===== src/rtl/bp_be_pkg.sv =====
// ============================================================================
// Module : bp_be_pkg
// Brief  : Shared backend types and queue-depth constants.
// Rev    : 1.0 - initial release
// ============================================================================
`default_nettype none

package bp_be_pkg;

  // Default FE queue depth taken from the active parameter set
  localparam int c_fe_queue_fifo_els = 8;

  typedef enum logic [1:0] {
    e_run  = 2'd0,
    e_roll = 2'd1,
    e_clr  = 2'd2
  } bp_be_fe_queue_ctrl_state_e;

  function automatic int safe_clog2(input int x);
    return (x <= 1) ? 1 : $clog2(x);
  endfunction

endpackage

`default_nettype wire


===== src/rtl/bsg_counter_up_down.sv =====
// ============================================================================
// Module : bsg_counter_up_down
// Brief  : Up/down counter with async reset and synchronous clear.
// Rev    : 1.0 - initial release
// ============================================================================
`default_nettype none

module bsg_counter_up_down #(
  parameter int WIDTH = 4
) (
  input  logic             clk_i,
  input  logic             reset_i,
  input  logic             clear_i,
  input  logic             up_i,
  input  logic             down_i,
  output logic [WIDTH-1:0] count_o
);

  logic [WIDTH-1:0] r_count;
  logic [WIDTH-1:0] w_up;
  logic [WIDTH-1:0] w_down;

  assign w_up   = {{(WIDTH-1){1'b0}}, up_i};
  assign w_down = {{(WIDTH-1){1'b0}}, down_i};

  always_ff @(posedge clk_i or posedge reset_i) begin
    if (reset_i) begin
      r_count <= '0;
    end else if (clear_i) begin
      r_count <= '0;
    end else begin
      r_count <= r_count + w_up - w_down;
    end
  end

  assign count_o = r_count;

endmodule

`default_nettype wire


===== src/rtl/bp_be_fe_queue_ctrl.sv =====
// ============================================================================
// Module : bp_be_fe_queue_ctrl
// Brief  : FE queue sequencer: issue/commit strobes and roll/clear flush FSM.
// Rev    : 1.0 - initial release
// ============================================================================
`default_nettype none

module bp_be_fe_queue_ctrl
  import bp_be_pkg::*;
#(
  parameter  int fifo_els_p        = c_fe_queue_fifo_els,
  localparam int inflight_width_lp = safe_clog2(fifo_els_p + 1)
) (
  input  logic                         clk_i,
  input  logic                         reset_i,
  input  logic                         queue_v_i,
  input  logic                         issue_v_i,
  input  logic                         commit_v_i,
  input  logic                         replay_v_i,
  input  logic                         redirect_v_i,
  input  logic                         fe_ack_i,
  output logic                         issue_en_o,
  output logic                         yumi_o,
  output logic                         deq_v_o,
  output logic                         roll_v_o,
  output logic                         clr_v_o,
  output logic [inflight_width_lp-1:0] inflight_o,
  output logic                         busy_o,
  output logic                         error_o
);

  localparam logic [inflight_width_lp-1:0] c_inflight_max = inflight_width_lp'(fifo_els_p);

  bp_be_fe_queue_ctrl_state_e r_state;
  logic                       r_replay_only;
  logic                       r_error;

  logic [inflight_width_lp-1:0] w_inflight;
  logic                         w_issue_en;
  logic                         w_yumi;
  logic                         w_deq;
  logic                         w_in_roll;
  logic                         w_bad_issue;
  logic                         w_bad_commit;

  assign w_in_roll  = (r_state == e_roll);
  assign w_issue_en = (r_state == e_run) & queue_v_i & ~replay_v_i & ~redirect_v_i
                    & (w_inflight < c_inflight_max);
  assign w_yumi     = issue_v_i & w_issue_en;
  assign w_deq      = commit_v_i & (w_inflight != '0);

  assign w_bad_issue  = issue_v_i & ~w_issue_en;
  assign w_bad_commit = commit_v_i & (w_inflight == '0);

  // Roll rewinds the read pointer to the commit pointer, so nothing stays in flight
  bsg_counter_up_down #(
    .WIDTH (inflight_width_lp)
  ) u_inflight_cnt (
    .clk_i   (clk_i),
    .reset_i (reset_i),
    .clear_i (w_in_roll),
    .up_i    (w_yumi),
    .down_i  (w_deq),
    .count_o (w_inflight)
  );

  // Redirect from any state restarts the flush at roll and drops replay-only
  always_ff @(posedge clk_i or posedge reset_i) begin
    if (reset_i) begin
      r_state       <= e_run;
      r_replay_only <= 1'b0;
      r_error       <= 1'b0;
    end else begin
      if (w_bad_issue | w_bad_commit) begin
        r_error <= 1'b1;
      end
      case (r_state)
        e_run: begin
          if (redirect_v_i) begin
            r_state       <= e_roll;
            r_replay_only <= 1'b0;
          end else if (replay_v_i) begin
            r_state       <= e_roll;
            r_replay_only <= 1'b1;
          end
        end
        e_roll: begin
          if (redirect_v_i) begin
            r_state       <= e_roll;
            r_replay_only <= 1'b0;
          end else if (r_replay_only) begin
            r_state       <= e_run;
            r_replay_only <= 1'b0;
          end else begin
            r_state <= e_clr;
          end
        end
        e_clr: begin
          if (redirect_v_i) begin
            r_state       <= e_roll;
            r_replay_only <= 1'b0;
          end else if (fe_ack_i) begin
            r_state <= e_run;
          end
        end
        default: begin
          r_state       <= e_run;
          r_replay_only <= 1'b0;
        end
      endcase
    end
  end

  assign issue_en_o = w_issue_en;
  assign yumi_o     = w_yumi;
  assign deq_v_o    = w_deq;
  assign roll_v_o   = w_in_roll;
  assign clr_v_o    = (r_state == e_clr);
  assign busy_o     = (r_state != e_run);
  assign error_o    = r_error;
  assign inflight_o = w_inflight;

endmodule

`default_nettype wire


===== config.mk =====
export PLATFORM = sky130hd
export DESIGN_NAME = bp_be_fe_queue_ctrl
export DESIGN_NICKNAME = d
export VERILOG_FILES = /design/src/rtl/bp_be_pkg.sv /design/src/rtl/bsg_counter_up_down.sv /design/src/rtl/bp_be_fe_queue_ctrl.sv
export SDC_FILE = /design/constraint.sdc
export NUM_CORES = 1
export LEC_CHECK = 0
export BUFFER_PORTS_ARGS = -buffer_cell sky130_fd_sc_hd__buf_2
export CELL_PAD_IN_SITES_DETAIL_PLACEMENT = 1
export CELL_PAD_IN_SITES_GLOBAL_PLACEMENT = 2
export CORE_MARGIN = 2
export CORE_UTILIZATION = 28
export DETAILED_ROUTE_END_ITERATION = 6
export PLACE_DENSITY_LB_ADDON = 0.1
export SYNTH_ARGS = -nofsm -noshare
export SYNTH_HDL_FRONTEND = slang
export SYNTH_SLANG_ARGS = --single-unit

===== constraint.sdc =====
create_clock -name clk_i -period 4.55 [get_ports clk_i]
set_clock_uncertainty 0.1 [all_clocks]
set_input_delay 0 -clock clk_i [delete_from_list [all_inputs] [get_ports clk_i]]
set_output_delay 0 -clock clk_i [all_outputs]
set_load 0.03 [all_outputs]

==> flow_metrics.py <==
metrics = {
    "run_status": {
        "status": "complete, no violations",
    },
    "sta": {
        "tns_ns": 0,
        "rsz0062_at_grt": "no",
        "timing.hold.ws_ns": 0.1433,
        "min_period_ns": 2.364,
        "setup_viol": 0,
        "hold_viol": 0,
        "clock.fmax_mhz": 423.0,
        "drv_slew": 0,
        "period_share": 0.5196,
        "max_slew_margin": 0.7864,
        "worstMarginPinSlew_ns": 0.3201,
    },
    "critical_path": {
        "worstSetupStartpointType": "register",
        "worst-path-max-fanout": 2,
        "crit_path_end_kind": "register",
        "crit_type": "register to register",
        "reg2reg_setup_slack_ns": 2.19,
        "crit_arrival_ns": 2.40,
        "cp_data_required_time_ns": 4.58,
    },
    "routing": {
        "antenna_left": 0,
        "firstDrtPassIters": 1,
        "initialDrtViolationCount": 0,
        "via_per_inst": 4.311,
        "drc_errors": 0,
        "post_drt_wl_per_cell_um": 10.59,
        "vias": 444,
        "wl_mm": 1.091,
    },
    "grt": {
        "grt_max_degree": 9,
        "antenna_found_initial": 0,
        "grt_pass1_wl_mm": 1.780,
        "grt_overflow": 0,
        "grt.total_usage": 0.1210,
        "grt_pass1_vias": 429,
    },
    "placement": {
        "dpl.cell_count": 94,
        "gp_congestion": 0.5969,
        "dp_hpwl_um": 900,
        "portBuffers": 18,
    },
    "floorplanning": {
        "die_h_um": 46.39,
        "core_um2": 1708,
        "boundaryPins": 19,
        "start_util": 0.2945,
        "die_x_um": 46.39,
        "row_count": 15,
        "dieArea_um2": 2152,
    },
    "clocking": {
        "clock_latency_ns": 0.25,
        "clock-sinks": 8,
        "cts_resized": 0,
        "cts_max_level": 1,
        "path_clk_slew_ns": 0.05,
        "cts_tree": "yes",
        "cts_buffers": 3,
        "cts_max_path_buffers": 2,
        "root_buffer": "clkbuf_4",
    },
    "pwr": {
        "powerDensity_nw_per_um2": 555.6,
        "p_int_uw": 216.3,
        "power_switching_uw": 176.5,
        "seq_power_share": 0.276,
        "vdd_drop_max_v": 0.0002727,
        "p_leak_nw": 0.3716,
        "switching_share": 0.4494,
        "p_clk_frac": 0.132,
        "combPwrFrac": 0.592,
        "total_power_uw": 392.8,
    },
    "layout": {
        "drive_above_1_share": 0.3333,
        "syn_to_final_growth_pct": 40.55,
        "fin_cells": 103,
        "nets": 94,
        "nFillCells": 230,
        "antenna_cells": 0,
    },
    "yosys": {
        "synth_warnings": 0,
        "synth_cells": 51,
        "avgSynthCellArea_um2": 9.862,
        "ys_seq_area_frac": 0.3980,
        "synth_nets": 65,
        "ys_types": 22,
        "syn_area_um2": 503.0,
        "synth_seq_cells": 8,
    },
    "min_path": {
        "hp-class": "primary input to async pin",
    },
    "job": {
        "drv_cap": 0,
    },
}
## final timing paths
path                                                           from                                  end  depth (start not counted)
worst max-delay path            u_inflight_cnt.count_o[2]$_DFF_PP0_  u_inflight_cnt.count_o[2]$_DFF_PP0_                         10
worst min-delay path                                        reset_i                  error_o$_DFFE_PP0P_                          3
worst max register to register  u_inflight_cnt.count_o[2]$_DFF_PP0_  u_inflight_cnt.count_o[2]$_DFF_PP0_                         10
worst min register to register               r_state[1]$_DFFE_PP0P_               r_state[0]$_DFFE_PP0P_                          1
max in group asynchronous                                   reset_i  u_inflight_cnt.count_o[3]$_DFF_PP0_                          3
min in group clk_i                                        issue_v_i  u_inflight_cnt.count_o[0]$_DFF_PP0_                          5
## power groups by stage
stage               Clock (mW)  Sequential (mW)  Combinational, mW
floorplan                    0            0.136              0.146
global placement             0            0.109              0.229
detailed placement           0            0.110              0.233
CTS                     0.0550            0.109              0.240
global route            0.0600            0.112              0.265
finish                  0.0518            0.109              0.232
## state kept, by name (all words and copies together) (netlist names)
register	cells
r_replay_only	1
u_inflight_cnt.count_o	4
error_o	1
r_state	2
## layout make-up
cell class	instances	area, um2	share of cell area
inverters	12	45.04	0.06372
well taps	25	31.28	0.04425
repair buffers	24	150.1	0.2124
multi-input cells	31	257.7	0.3646
flip-flops and latches	8	200.2	0.2832
clock buffers	3	22.52	0.03186
## synthesized netlist by cell type
| library cell | number | area, um2 |
|---|---|---|
| inv_1 | 12 | 45.04 |
| dfrtp_1 | 8 | 200.2 |
| ha_1 | 5 | 62.56 |
| a21oi_1 | 4 | 20.02 |
| and2_1 | 2 | 12.51 |
| nand2b_1 | 2 | 12.51 |
| nor2_1 | 2 | 7.510 |
| nor2b_1 | 2 | 12.51 |
| a21o_1 | 1 | 7.510 |
| a2bb2oi_1 | 1 | 8.760 |
| fa_1 | 1 | 20.02 |
| mux2i_1 | 1 | 10.01 |
| nand2_1 | 1 | 3.750 |
| nor2_4 | 1 | 11.26 |
| nor3_1 | 1 | 5.000 |
| nor3_2 | 1 | 10.01 |
| nor3b_1 | 1 | 7.510 |
| o21ai_2 | 1 | 8.760 |
| o2bb2ai_1 | 1 | 8.760 |
| or2_2 | 1 | 6.260 |
| or4b_4 | 1 | 13.76 |
| xnor2_1 | 1 | 8.760 |
## critical path, cell delays in order, from the launching register on
cell and delay (ns):
dfrtp_1 0.36, inv_1 0.08, ha_1 0.15, nor3b_1 0.27
nor2b_1 0.11, ha_1 0.29, inv_1 0.04, ha_1 0.20
fa_1 0.41, xnor2_1 0.19, nor2_1 0.06
## stage by stage
step / area [um2] / utilization / setup WS, ns
floorplan: 503.0 / - / 1.819
CTS: 706.9 / 0.4139 / 2.129
finish: 706.9 / 0.4139 / 2.186
global placement: 624.3 / 0.3656 / 2.188
detailed placement: 624.3 / 0.3656 / 2.158
global route: 706.9 / 0.4139 / 1.958
## logic make-up after synthesis
| logic type | after synthesis | share of synthesized area |
|---|---|---|
| AO/OA/AOI/OAI | 8 | 0.1070 |
| XOR/XNOR | 1 | 0.01742 |
| adder cells (fa/ha/maj) | 6 | 0.1642 |
| buffers and inverters | 12 | 0.08955 |
| flip-flops | 8 | 0.3980 |
| multiplexers | 1 | 0.01990 |
| AND/OR/NAND/NOR | 15 | 0.2040 |
## routing by layer
metal / global-route usage / up-vias / wire length (um)
met4: 0 / 0 / 0
li1: - / 218 / -
met2: 0.2056 / 12 / 551
met3: 0.05882 / 0 / 67
met5: 0 / - / 0
met1: 0.1470 / 214 / 472
## timing repair
item / in CTS / in global routing
setup buffers: 0 / 0
hold buffers: 6 / 0
endpoints found under the hold margin: 12 / 0
## placed cells by master (no fill, tap or decap), drive strengths merged
cell type    synthesis  routed
ha                   5       5
buf                  0      18
inv                 12      12
and2                 2       2
xnor2                1       1
dfrtp                8       8
a21oi                4       4
o21ai                1       1
nand2                1       1
nor2b                2       2
dlygate4sd3          0       6
nor3b                1       1
or4b                 1       1
a21o                 1       1
nor2                 3       3
nor3                 2       2
o2bb2ai              1       1
clkbuf               0       3
nand2b               2       2
a2bb2oi              1       1
fa                   1       1
mux2i                1       1
or2                  1       1
Power figures use the tool's default switching activity.
